$ cat src/rtl/window_buffer.sv
// window_buffer: 3x3 pixel window for the Sobel datapath; loads pixels bottom row first and slides on shift commands.
// Build option: define WINDOW_SHIFT_ZERO_FILL_EN to clear the vacated column/row on every shift.
module window_buffer #(
    parameter int PIX_W = 8
) (
    input  logic             clk,
    input  logic             n_rst,
    input  logic             start_shift,
    input  logic             start_read,
    input  logic [1:0]       shift_direc,
    input  logic [PIX_W-1:0] data_r,
    input  logic [3:0]       count,
    output logic             read_done,
    output logic             shift_done,
    output logic [PIX_W-1:0] windowBufferOut [0:8],
    output logic [3:0]       count_o
);

    localparam logic [1:0] DIR_RIGHT = 2'b00;
    localparam logic [1:0] DIR_LEFT  = 2'b01;
    localparam logic [1:0] DIR_UP    = 2'b10;
    localparam logic [1:0] DIR_DOWN  = 2'b11;

    logic [PIX_W-1:0] win_r     [0:8];
    logic [PIX_W-1:0] win_nxt_s [0:8];
    logic             read_done_r;
    logic             read_done_nxt_s;
    logic             shift_done_r;
    logic             shift_done_nxt_s;
    logic [3:0]       count_r;
    logic [3:0]       count_nxt_s;
    logic [3:0]       slot_s;

    // Value left behind in the column or row that a shift vacates.
    function automatic logic [PIX_W-1:0] vacated(input logic [PIX_W-1:0] old);
`ifdef WINDOW_SHIFT_ZERO_FILL_EN
        vacated = old & {PIX_W{1'b0}};
`else
        vacated = old;
`endif
    endfunction

    // Load index to window slot: bottom row first, then middle, then top.
    function automatic logic [3:0] slot_of(input logic [3:0] idx);
        case (idx)
            4'd0:    slot_of = 4'd6;
            4'd1:    slot_of = 4'd7;
            4'd2:    slot_of = 4'd8;
            4'd3:    slot_of = 4'd3;
            4'd4:    slot_of = 4'd4;
            4'd5:    slot_of = 4'd5;
            4'd6:    slot_of = 4'd0;
            4'd7:    slot_of = 4'd1;
            4'd8:    slot_of = 4'd2;
            default: slot_of = 4'd0;
        endcase
    endfunction

    // Next-state logic: a shift takes priority over a simultaneous read.
    always_comb begin
        for (int i = 0; i < 9; i++) begin
            win_nxt_s[i] = win_r[i];
        end
        read_done_nxt_s  = 1'b0;
        shift_done_nxt_s = 1'b0;
        count_nxt_s      = count_r;
        slot_s           = slot_of(count);

        if (start_shift) begin
            shift_done_nxt_s = 1'b1;
            case (shift_direc)
                DIR_RIGHT: begin
                    for (int r = 0; r < 3; r++) begin
                        win_nxt_s[3*r+2] = win_r[3*r+1];
                        win_nxt_s[3*r+1] = win_r[3*r];
                        win_nxt_s[3*r]   = vacated(win_r[3*r]);
                    end
                end
                DIR_LEFT: begin
                    for (int r = 0; r < 3; r++) begin
                        win_nxt_s[3*r]   = win_r[3*r+1];
                        win_nxt_s[3*r+1] = win_r[3*r+2];
                        win_nxt_s[3*r+2] = vacated(win_r[3*r+2]);
                    end
                end
                DIR_UP: begin
                    for (int c = 0; c < 3; c++) begin
                        win_nxt_s[c]   = win_r[3+c];
                        win_nxt_s[3+c] = win_r[6+c];
                        win_nxt_s[6+c] = vacated(win_r[6+c]);
                    end
                end
                DIR_DOWN: begin
                    for (int c = 0; c < 3; c++) begin
                        win_nxt_s[6+c] = win_r[3+c];
                        win_nxt_s[3+c] = win_r[c];
                        win_nxt_s[c]   = vacated(win_r[c]);
                    end
                end
                default: begin
                    shift_done_nxt_s = 1'b1;
                end
            endcase
        end else if (start_read) begin
            if (count <= 4'd8) begin
                for (int i = 0; i < 9; i++) begin
                    if (slot_s == 4'(i)) begin
                        win_nxt_s[i] = data_r;
                    end else begin
                        win_nxt_s[i] = win_r[i];
                    end
                end
                read_done_nxt_s = 1'b1;
                count_nxt_s     = (count == 4'd8) ? 4'd0 : count + 4'd1;
            end else begin
                count_nxt_s = 4'd0;
            end
        end else begin
            read_done_nxt_s  = 1'b0;
            shift_done_nxt_s = 1'b0;
        end
    end

    // State and output registers with synchronous reset.
    always_ff @(posedge clk) begin
        if (n_rst) begin
            for (int i = 0; i < 9; i++) begin
                win_r[i] <= {PIX_W{1'b0}};
            end
            read_done_r  <= 1'b0;
            shift_done_r <= 1'b0;
            count_r      <= 4'd0;
        end else begin
            for (int i = 0; i < 9; i++) begin
                win_r[i] <= win_nxt_s[i];
            end
            read_done_r  <= read_done_nxt_s;
            shift_done_r <= shift_done_nxt_s;
            count_r      <= count_nxt_s;
        end
    end

    assign windowBufferOut = win_r;
    assign read_done       = read_done_r;
    assign shift_done      = shift_done_r;
    assign count_o         = count_r;

endmodule

$ cat config.mk
export PLATFORM = sky130hd
export DESIGN_NAME = window_buffer
export DESIGN_NICKNAME = d
export VERILOG_FILES = /design/src/rtl/window_buffer.sv
export SDC_FILE = /design/constraint.sdc
export NUM_CORES = 1
export LEC_CHECK = 0
export CORE_ASPECT_RATIO = 1.75
export CORE_MARGIN = 4
export CORE_UTILIZATION = 57
export DETAILED_ROUTE_END_ITERATION = 10
export PLACE_DENSITY = 0.95
export SLEW_MARGIN = 20
export SYNTH_ARGS = -nofsm -noshare
export SYNTH_HDL_FRONTEND = slang
export SYNTH_SLANG_ARGS = --single-unit
$ cat constraint.sdc
create_clock -name clk -period 5.1 [get_ports clk]
set_clock_uncertainty 0.15 [all_clocks]
set_input_delay 1.53 -clock clk [delete_from_list [all_inputs] [get_ports clk]]
set_output_delay 1.53 -clock clk [all_outputs]
set_load 0.05 [all_outputs]
==> out/metrics.csv, run 1 <==
stage,metric,value,unit
outcome,status,finished clean,
critical_path,WS Path Type,in -> reg,
global_route,global-route track usage on met3,0.0589,
synthesis,total number of yosys warnings,0,
synthesis,Seq cells post-synth,78,
global_route,largest net degree at the start of global routing,68,
critical_path,family with the most delay on the worst path,compound AO/OA/AOI/OAI gates,
pwr,fraction of power consumed by the clock network,0.349,
global_route,total global routing overflow,0,
synthesis,commonest register cell after synthesis,sky130_fd_sc_hd__dfxtp_1,
critical_path,number of buffers and inverters on the critical path,2,
synthesis,Post-Synth Adder-Cell Area,0.00981,
floorplanning,die extent in x,79.5,um
cts,Resized cells post-CTS,0,
timing,maximum clock rate,261,MHz
drt,residual DRC count,0,
floorplanning,area of the placeable core,8730,um^2
drt,total wire length after detailed routing,16200,um
critical_path,category of the worst setup path launch point,input pin,
timing,count of final setup violators,0,
pwr,switching share of power,0.335,
critical_path,data required time at the worst endpoint,5.21,ns
final_layout,"most common cell after layout, fill and taps aside",sky130_fd_sc_hd__nand2_1,
cts,root buf cell,sky130_fd_sc_hd__clkbuf_16,
synthesis,Synth Area in Compound Gates,0.219,
cts,Clock Path Buffers,2,
final_layout,number of fill cells in the layout,609,
global_route,GRT Total Usage,0.305,
global_route,via count of the first global-routing pass,5145,
pwr,net switching power figure,0.000606,W
timing,minimum period implied by the final worst setup slack,3.83,ns
synthesis,distinct cell type count after synthesis,48,
cts,clock tree from TritonCTS,built,
synthesis,number of synthesized flops with an enable pin,0,
critical_path,critical path's largest stage delay,0.61,ns
synthesis,fraction of registers with async set or reset after synthesis,0,
place,worst setup slack before clock tree synthesis,0.979,ns
critical_path,series of cell instances along the critical path,"clkdlybuf4s50_1, inv_1, ha_1, nor4_4, a32oi_2, a311o_1, a21oi_1",
place,number of buffers added on ports,95,
pwr,cell area power density,287,nW/um^2
final_layout,Diodes inserted,0,
run,count of max-cap constraint violations,0,
floorplanning,row count,45,
synthesis,mux contribution to synthesized area,0.196,
critical_path,standard cell with the maximum stage delay on the critical path,sky130_fd_sc_hd__clkdlybuf4s50_1,
cts,buffers inserted by post-CTS timing repair,0,
synthesis,"Cell Area, Synth",5100,um^2
drt,Wirelength per Cell,20.9,um
floorplanning,die area,10600,um^2
critical_path,critical-path maximum fanout,16,
synthesis,dominant combinational cell family by area after synthesis,compound AO/OA/AOI/OAI gates,
timing,min setup slack post-route,1.27,ns
synthesis,Avg Synthesized Cell Area,8.66,um^2
global_route,global-route track usage on met2,0.500,
cts,clock sink count,78,
floorplanning,die outline height,133,um
pwr,relative contribution of sequential cells to total power,0.388,
critical_path,type of element capturing the critical path,flop,
final_layout,"Area growth, synth to finish",23.6,%
final_layout,share of cells above drive strength 1,0.0973,
floorplanning,Starting Density,0.585,
synthesis,Synthesized Nets,611,
floorplanning,boundary pin count,96,
cts,Clock Latency Late Sink,0.34,ns
critical_path,endpoint arrival time on the critical path,3.94,ns
synthesis,count of mapped cells out of synthesis,589,
timing,number of hold violations in the final report,0,
drt,drt first pass iters,6,
drt,via count,5300,
timing,transition time of the tightest slew-check pin,1.09,ns
global_route,global-route wire length before repair,25700,um
cts,CTS hold repair buffers,0,
place,Detail Placement HPWL,11300,um
timing,max-slew headroom at the worst pin,0.272,
drt,Via density,6.84,
timing,final clock period utilization by the worst path,0.752,
place,placer congestion estimate,0.937,
drt,first-iteration detailed-routing DRC count,640,
worst_hold_path,class of the worst hold path,reg -> reg,
synthesis,fraction of the yosys area taken by sequential cells,0.306,
synthesis,post-synthesis simple-gate area fraction,0.206,
pwr,Internal Power,0.00120,W
final_layout,"commonest cells after routing, fill and taps aside","sky130_fd_sc_hd__nand2_1 (92), sky130_fd_sc_hd__clkdlybuf4s50_1 (91), sky130_fd_sc_hd__dfxtp_1 (78), sky130_fd_sc_hd__mux2i_1 (64), sky130_fd_sc_hd__nand2b_1 (56)",
timing,Setup TNS Final,0,ns
pwr,combinational power share,0.263,
final_layout,final net count,676,
timing,Pins Over Slew Limit,0,
drt,post-route ant nets,0,
global_route,global routing usage on met1,0.366,
pwr,worst vdd ir,0.226,mV
global_route,global routing's busiest layer,met2,
cts,H-Tree Level Count,3,
global_route,initial antenna violation count,0,
synthesis,XOR/XNOR Fraction of Synth Area,0.00172,
cts,Clock transition at path regs,0.06,ns
cts,TritonCTS Buffers,9,
pwr,Leakage,2.29,nW
timing,unrepaired setup endpoints after global routing,false,
==> logic make-up (layout without fill, tap and decap cells) <==
group	count (synthesis)	in the layout
fa+ha+maj	4	4
xor+xnor	1	1
simple gates	212	212
buf+inv	66	135
mux	88	88
flops	78	78
compound gates	140	140
==> worst min-delay path: stages (launching register included) <==
cell                      delay, ns
sky130_fd_sc_hd__dfxtp_1       0.31
sky130_fd_sc_hd__nand2_1       0.05
sky130_fd_sc_hd__a21oi_1       0.05
==> worst paths after layout <==
path              cells after the start  slack, ns                   to                start
hold reg to reg                       2       0.30           count_o[3]           count_o[3]
setup reg to reg                      4       3.59  windowBufferOut[13]  windowBufferOut[37]
setup / recovery                      7       1.27  windowBufferOut[11]             count[0]
hold / removal                        2       0.30           count_o[3]           count_o[3]
==> stage by stage <==
stage / instances / power, W / hold WS (ns) / area, um^2 / utilization
after CTS: 775 / 0.00180 / 0.300 / 6310 / 0.723
after global placement: 760 / 0.00116 / 0.291 / 6020 / 0.690
final: 775 / 0.00181 / 0.299 / 6310 / 0.723
after global routing: 775 / 0.00185 / 0.340 / 6310 / 0.723
after detailed placement: 760 / 0.00118 / 0.294 / 6020 / 0.690
after floorplan: 589 / 0.00103 / 0.520 / 5100 / -
==> cell type report <==
class | instances | area (um^2) | area share
multi-input combinational | 445 | 3230 | 0.512
inverter | 13 | 48.8 | 0.00774
timing repair buffer | 107 | 1030 | 0.164
clock buffer | 15 | 288 | 0.0456
sequential | 78 | 1560 | 0.248
tap | 117 | 146 | 0.0232
==> flip-flops by register name, indices dropped and copies added (netlist names) <==
name / cells
read_done: 1
count_o: 4
windowBufferOut: 72
shift_done: 1
==> synthesized netlist by cell type, types with 2 or more instances <==
| cell | number | share of area |
|---|---|---|
| sky130_fd_sc_hd__a22oi_1 | 10 | 0.015 |
| sky130_fd_sc_hd__and4b_1 | 2 | 0.0039 |
| sky130_fd_sc_hd__inv_1 | 13 | 0.0096 |
| sky130_fd_sc_hd__buf_2 | 17 | 0.017 |
| sky130_fd_sc_hd__a41oi_4 | 2 | 0.011 |
| sky130_fd_sc_hd__dfxtp_1 | 78 | 0.31 |
| sky130_fd_sc_hd__nor2_1 | 20 | 0.015 |
| sky130_fd_sc_hd__a311o_1 | 24 | 0.047 |
| sky130_fd_sc_hd__a32oi_2 | 2 | 0.0064 |
| sky130_fd_sc_hd__o21ai_0 | 16 | 0.016 |
| sky130_fd_sc_hd__mux2i_1 | 64 | 0.13 |
| sky130_fd_sc_hd__nor2b_1 | 5 | 0.0061 |
| sky130_fd_sc_hd__clkbuf_1 | 24 | 0.018 |
| sky130_fd_sc_hd__a311oi_1 | 16 | 0.027 |
| sky130_fd_sc_hd__mux4_2 | 8 | 0.035 |
| sky130_fd_sc_hd__a21o_1 | 2 | 0.0029 |
| sky130_fd_sc_hd__a21oi_1 | 36 | 0.035 |
| sky130_fd_sc_hd__mux2_2 | 16 | 0.035 |
| sky130_fd_sc_hd__ha_1 | 4 | 0.0098 |
| sky130_fd_sc_hd__buf_6 | 3 | 0.0066 |
| sky130_fd_sc_hd__buf_4 | 5 | 0.0074 |
| sky130_fd_sc_hd__nand3_1 | 8 | 0.0078 |
| sky130_fd_sc_hd__nand2b_1 | 56 | 0.069 |
| sky130_fd_sc_hd__nor3_1 | 18 | 0.018 |
| sky130_fd_sc_hd__a211o_1 | 8 | 0.014 |
| sky130_fd_sc_hd__nand2_1 | 92 | 0.068 |
| sky130_fd_sc_hd__o221ai_1 | 16 | 0.027 |
| sky130_fd_sc_hd__buf_1 | 4 | 0.0029 |
==> layer usage <==
layer  routed length (um)  share of wire
met1                 5740           0.35
met3                 1700           0.10
met2                 8050           0.50
met5                    0              0
met4                  733          0.045
==> power by group through the flow <==
| stage | sequential (W) | clock (W) | combinational, W |
|---|---|---|---|
| global placement | 0.000707 | 0 | 0.000453 |
| global route | 0.000703 | 0.000652 | 0.000500 |
| detailed placement | 0.000709 | 0 | 0.000467 |
| floorplan | 0.000816 | 0 | 0.000215 |
| finish | 0.000701 | 0.000631 | 0.000476 |
| CTS | 0.000696 | 0.000630 | 0.000471 |
Power figures use the tool's default switching activity.
==> run 2: changes to the inputs <==
Settings changed: CORE_UTILIZATION 57 to 48, PLACE_DENSITY 0.95 to 0.89.
Clock period 5.1 ns to 3.4 ns, I/O delays scaled along.
==> out/metrics.csv, run 2 (synthesis results as in run 1) <==
stage,metric,value,unit
outcome,status,finished clean,
timing,Setup TNS Final,0,ns
drt,post-route ant nets,0,
final_layout,Diodes inserted,0,
pwr,cell area power density,426,nW/um^2
place,worst setup slack before clock tree synthesis,-0.114,ns
critical_path,WS Path Type,in -> reg,
critical_path,critical path's largest stage delay,0.90,ns
critical_path,startpoint of the most critical register-to-register path,windowBufferOut[36],
pwr,relative contribution of sequential cells to total power,0.382,
global_route,largest net degree at the start of global routing,65,
floorplanning,row count,49,
timing,count of final setup violators,0,
cts,TritonCTS Buffers,9,
critical_path,Reg2Reg Setup Slack,1.96,ns
timing,final clock period utilization by the worst path,0.942,
critical_path,endpoint arrival time on the critical path,3.31,ns
pwr,Leakage,2.37,nW
pwr,combinational power share,0.264,
drt,via count,5149,
floorplanning,area of the placeable core,10400,um^2
timing,number of hold violations in the final report,0,
critical_path,number of buffers and inverters on the critical path,2,
final_layout,final standard cell utilization of the core,0.625,
drt,Via density,6.43,
final_layout,"commonest cells after routing, fill and taps aside","sky130_fd_sc_hd__nand2_1 (92), sky130_fd_sc_hd__clkdlybuf4s50_1 (91), sky130_fd_sc_hd__dfxtp_1 (78), sky130_fd_sc_hd__mux2i_1 (64), sky130_fd_sc_hd__nand2b_1 (56)",
critical_path,data required time at the worst endpoint,3.51,ns
run,count of max-cap constraint violations,0,
critical_path,standard cell with the maximum stage delay on the critical path,sky130_fd_sc_hd__a22oi_1,
cts,buffers inserted by post-CTS timing repair,0,
cts,Clock Path Buffers,2,
critical_path,category of the worst setup path launch point,input pin,
pwr,net switching power figure,0.000912,W
timing,maximum clock rate,312,MHz
cts,clock tree from TritonCTS,built,
drt,residual DRC count,0,
timing,transition time of the tightest slew-check pin,1.12,ns
cts,CTS hold repair buffers,0,
cts,Clock transition at path regs,0.06,ns
floorplanning,die area,12400,um^2
global_route,global-route wire length before repair,26400,um
pwr,Internal Power,0.00185,W
drt,total wire length after detailed routing,16600,um
cts,root buf cell,sky130_fd_sc_hd__clkbuf_16,
final_layout,number of flip-flops in the largest register,72,
final_layout,share of cells above drive strength 1,0.122,
floorplanning,die outline height,144,um
cts,Resized cells post-CTS,0,
pwr,switching share of power,0.331,
timing,max-slew headroom at the worst pin,0.252,
floorplanning,die extent in x,85.9,um
critical_path,type of element capturing the critical path,flop,
place,placer congestion estimate,0.926,
pwr,fraction of power consumed by the clock network,0.354,
cts,clock sink count,78,
timing,min setup slack post-route,0.197,ns
critical_path,critical-path maximum fanout,8,
cts,H-Tree Level Count,3,
final_layout,final net count,693,
critical_path,CP startpoint,count[1],
global_route,total global routing overflow,0,
global_route,initial antenna violation count,0,
worst_hold_path,class of the worst hold path,reg -> reg,
drt,drt first pass iters,6,
timing,minimum period implied by the final worst setup slack,3.20,ns
floorplanning,boundary pin count,96,
timing,Pins Over Slew Limit,0,
place,Detail Placement HPWL,11900,um
pwr,worst vdd ir,0.337,mV
global_route,GRT Total Usage,0.268,
drt,Wirelength per Cell,20.7,um
critical_path,family with the most delay on the worst path,compound AO/OA/AOI/OAI gates,
worst_hold_path,hold_sp,windowBufferOut[50],
global_route,via count of the first global-routing pass,5169,
floorplanning,Starting Density,0.492,
cts,Clock Latency Late Sink,0.34,ns
timing,final hold slack,0.338,ns
drt,first-iteration detailed-routing DRC count,799,
place,number of buffers added on ports,95,
final_layout,"most common cell after layout, fill and taps aside",sky130_fd_sc_hd__nand2_1,
timing,unrepaired setup endpoints after global routing,false,
final_layout,"Area growth, synth to finish",26.9,%
critical_path,series of cell instances along the critical path,"clkdlybuf4s50_1, inv_1, ha_1, nand2b_1, a221oi_2, a22oi_1, mux2i_1",
## run 2: cell count changes in the layout (fill, tap and decap cells not counted)
| cell | delta |
|---|---|
| sky130_fd_sc_hd__buf_12 | +1 |
| sky130_fd_sc_hd__buf_2 | -1 |
| sky130_fd_sc_hd__buf_4 | +17 |
| sky130_fd_sc_hd__bufinv_16 | +1 |
| sky130_fd_sc_hd__clkbuf_1 | -2 |
| sky130_fd_sc_hd__clkbuf_8 | -2 |
| sky130_fd_sc_hd__clkinvlp_4 | +2 |
## run 2: stage by stage
step	power, W	cells	cell area, um^2
2_1_floorplan	0.00155	589	5100
3_3_place_gp	0.00176	787	6180
3_5_place_dp	0.00178	787	6180
4_1_cts	0.00275	801	6470
5_1_grt	0.00284	801	6470
6_report	0.00276	801	6470
## run 2: worst paths after layout
path                               to  cells after the start
setup / recovery  windowBufferOut[57]                      7
setup reg to reg  windowBufferOut[12]                      4
hold / removal    windowBufferOut[50]                      2
hold reg to reg   windowBufferOut[50]                      2
## run 2: worst register-to-register path, stage by stage (launching register included)
cell and delay [ns]:
sky130_fd_sc_hd__dfxtp_1 0.47, sky130_fd_sc_hd__mux2_2 0.21, sky130_fd_sc_hd__nand2_1 0.05, sky130_fd_sc_hd__a311o_1 0.32
sky130_fd_sc_hd__a21oi_1 0.15
## run 2: area by class of cell
class,instances,area [um^2]
sequential,78,1560
inverter,13,48.8
tap,127,159
clock buffer,11,253
clock inverter,3,45.0
fill,840,3890
multi-input combinational,445,3230
timing repair buffer,124,1180
## run 2: per-layer routing
layer / vias to the layer above / global-route usage / wire [um]
met5: - / 0 / 0
met1: 2456 / 0.331 / 6250
met4: 0 / 0.130 / 538
met3: 56 / 0.0456 / 1400
met2: 318 / 0.446 / 8370
li1: 2319 / - / -
## run 2: power by group through the flow
| stage | clock network (W) | registers, W | logic (W) |
|---|---|---|---|
| after CTS | 0.000983 | 0.00105 | 0.000724 |
| final | 0.000976 | 0.00105 | 0.000728 |
| after detailed placement | 0 | 0.00107 | 0.000719 |
| after global routing | 0.00102 | 0.00106 | 0.000766 |
| after floorplan | 0 | 0.00122 | 0.000322 |
| after global placement | 0 | 0.00106 | 0.000699 |
==> run 3: changes to the inputs <==
Settings changed: CTS_CLUSTER_SIZE from default to 40.
==> results of run 3 <==
No change in the layout: final DEF, timing and power equal those of run 2.
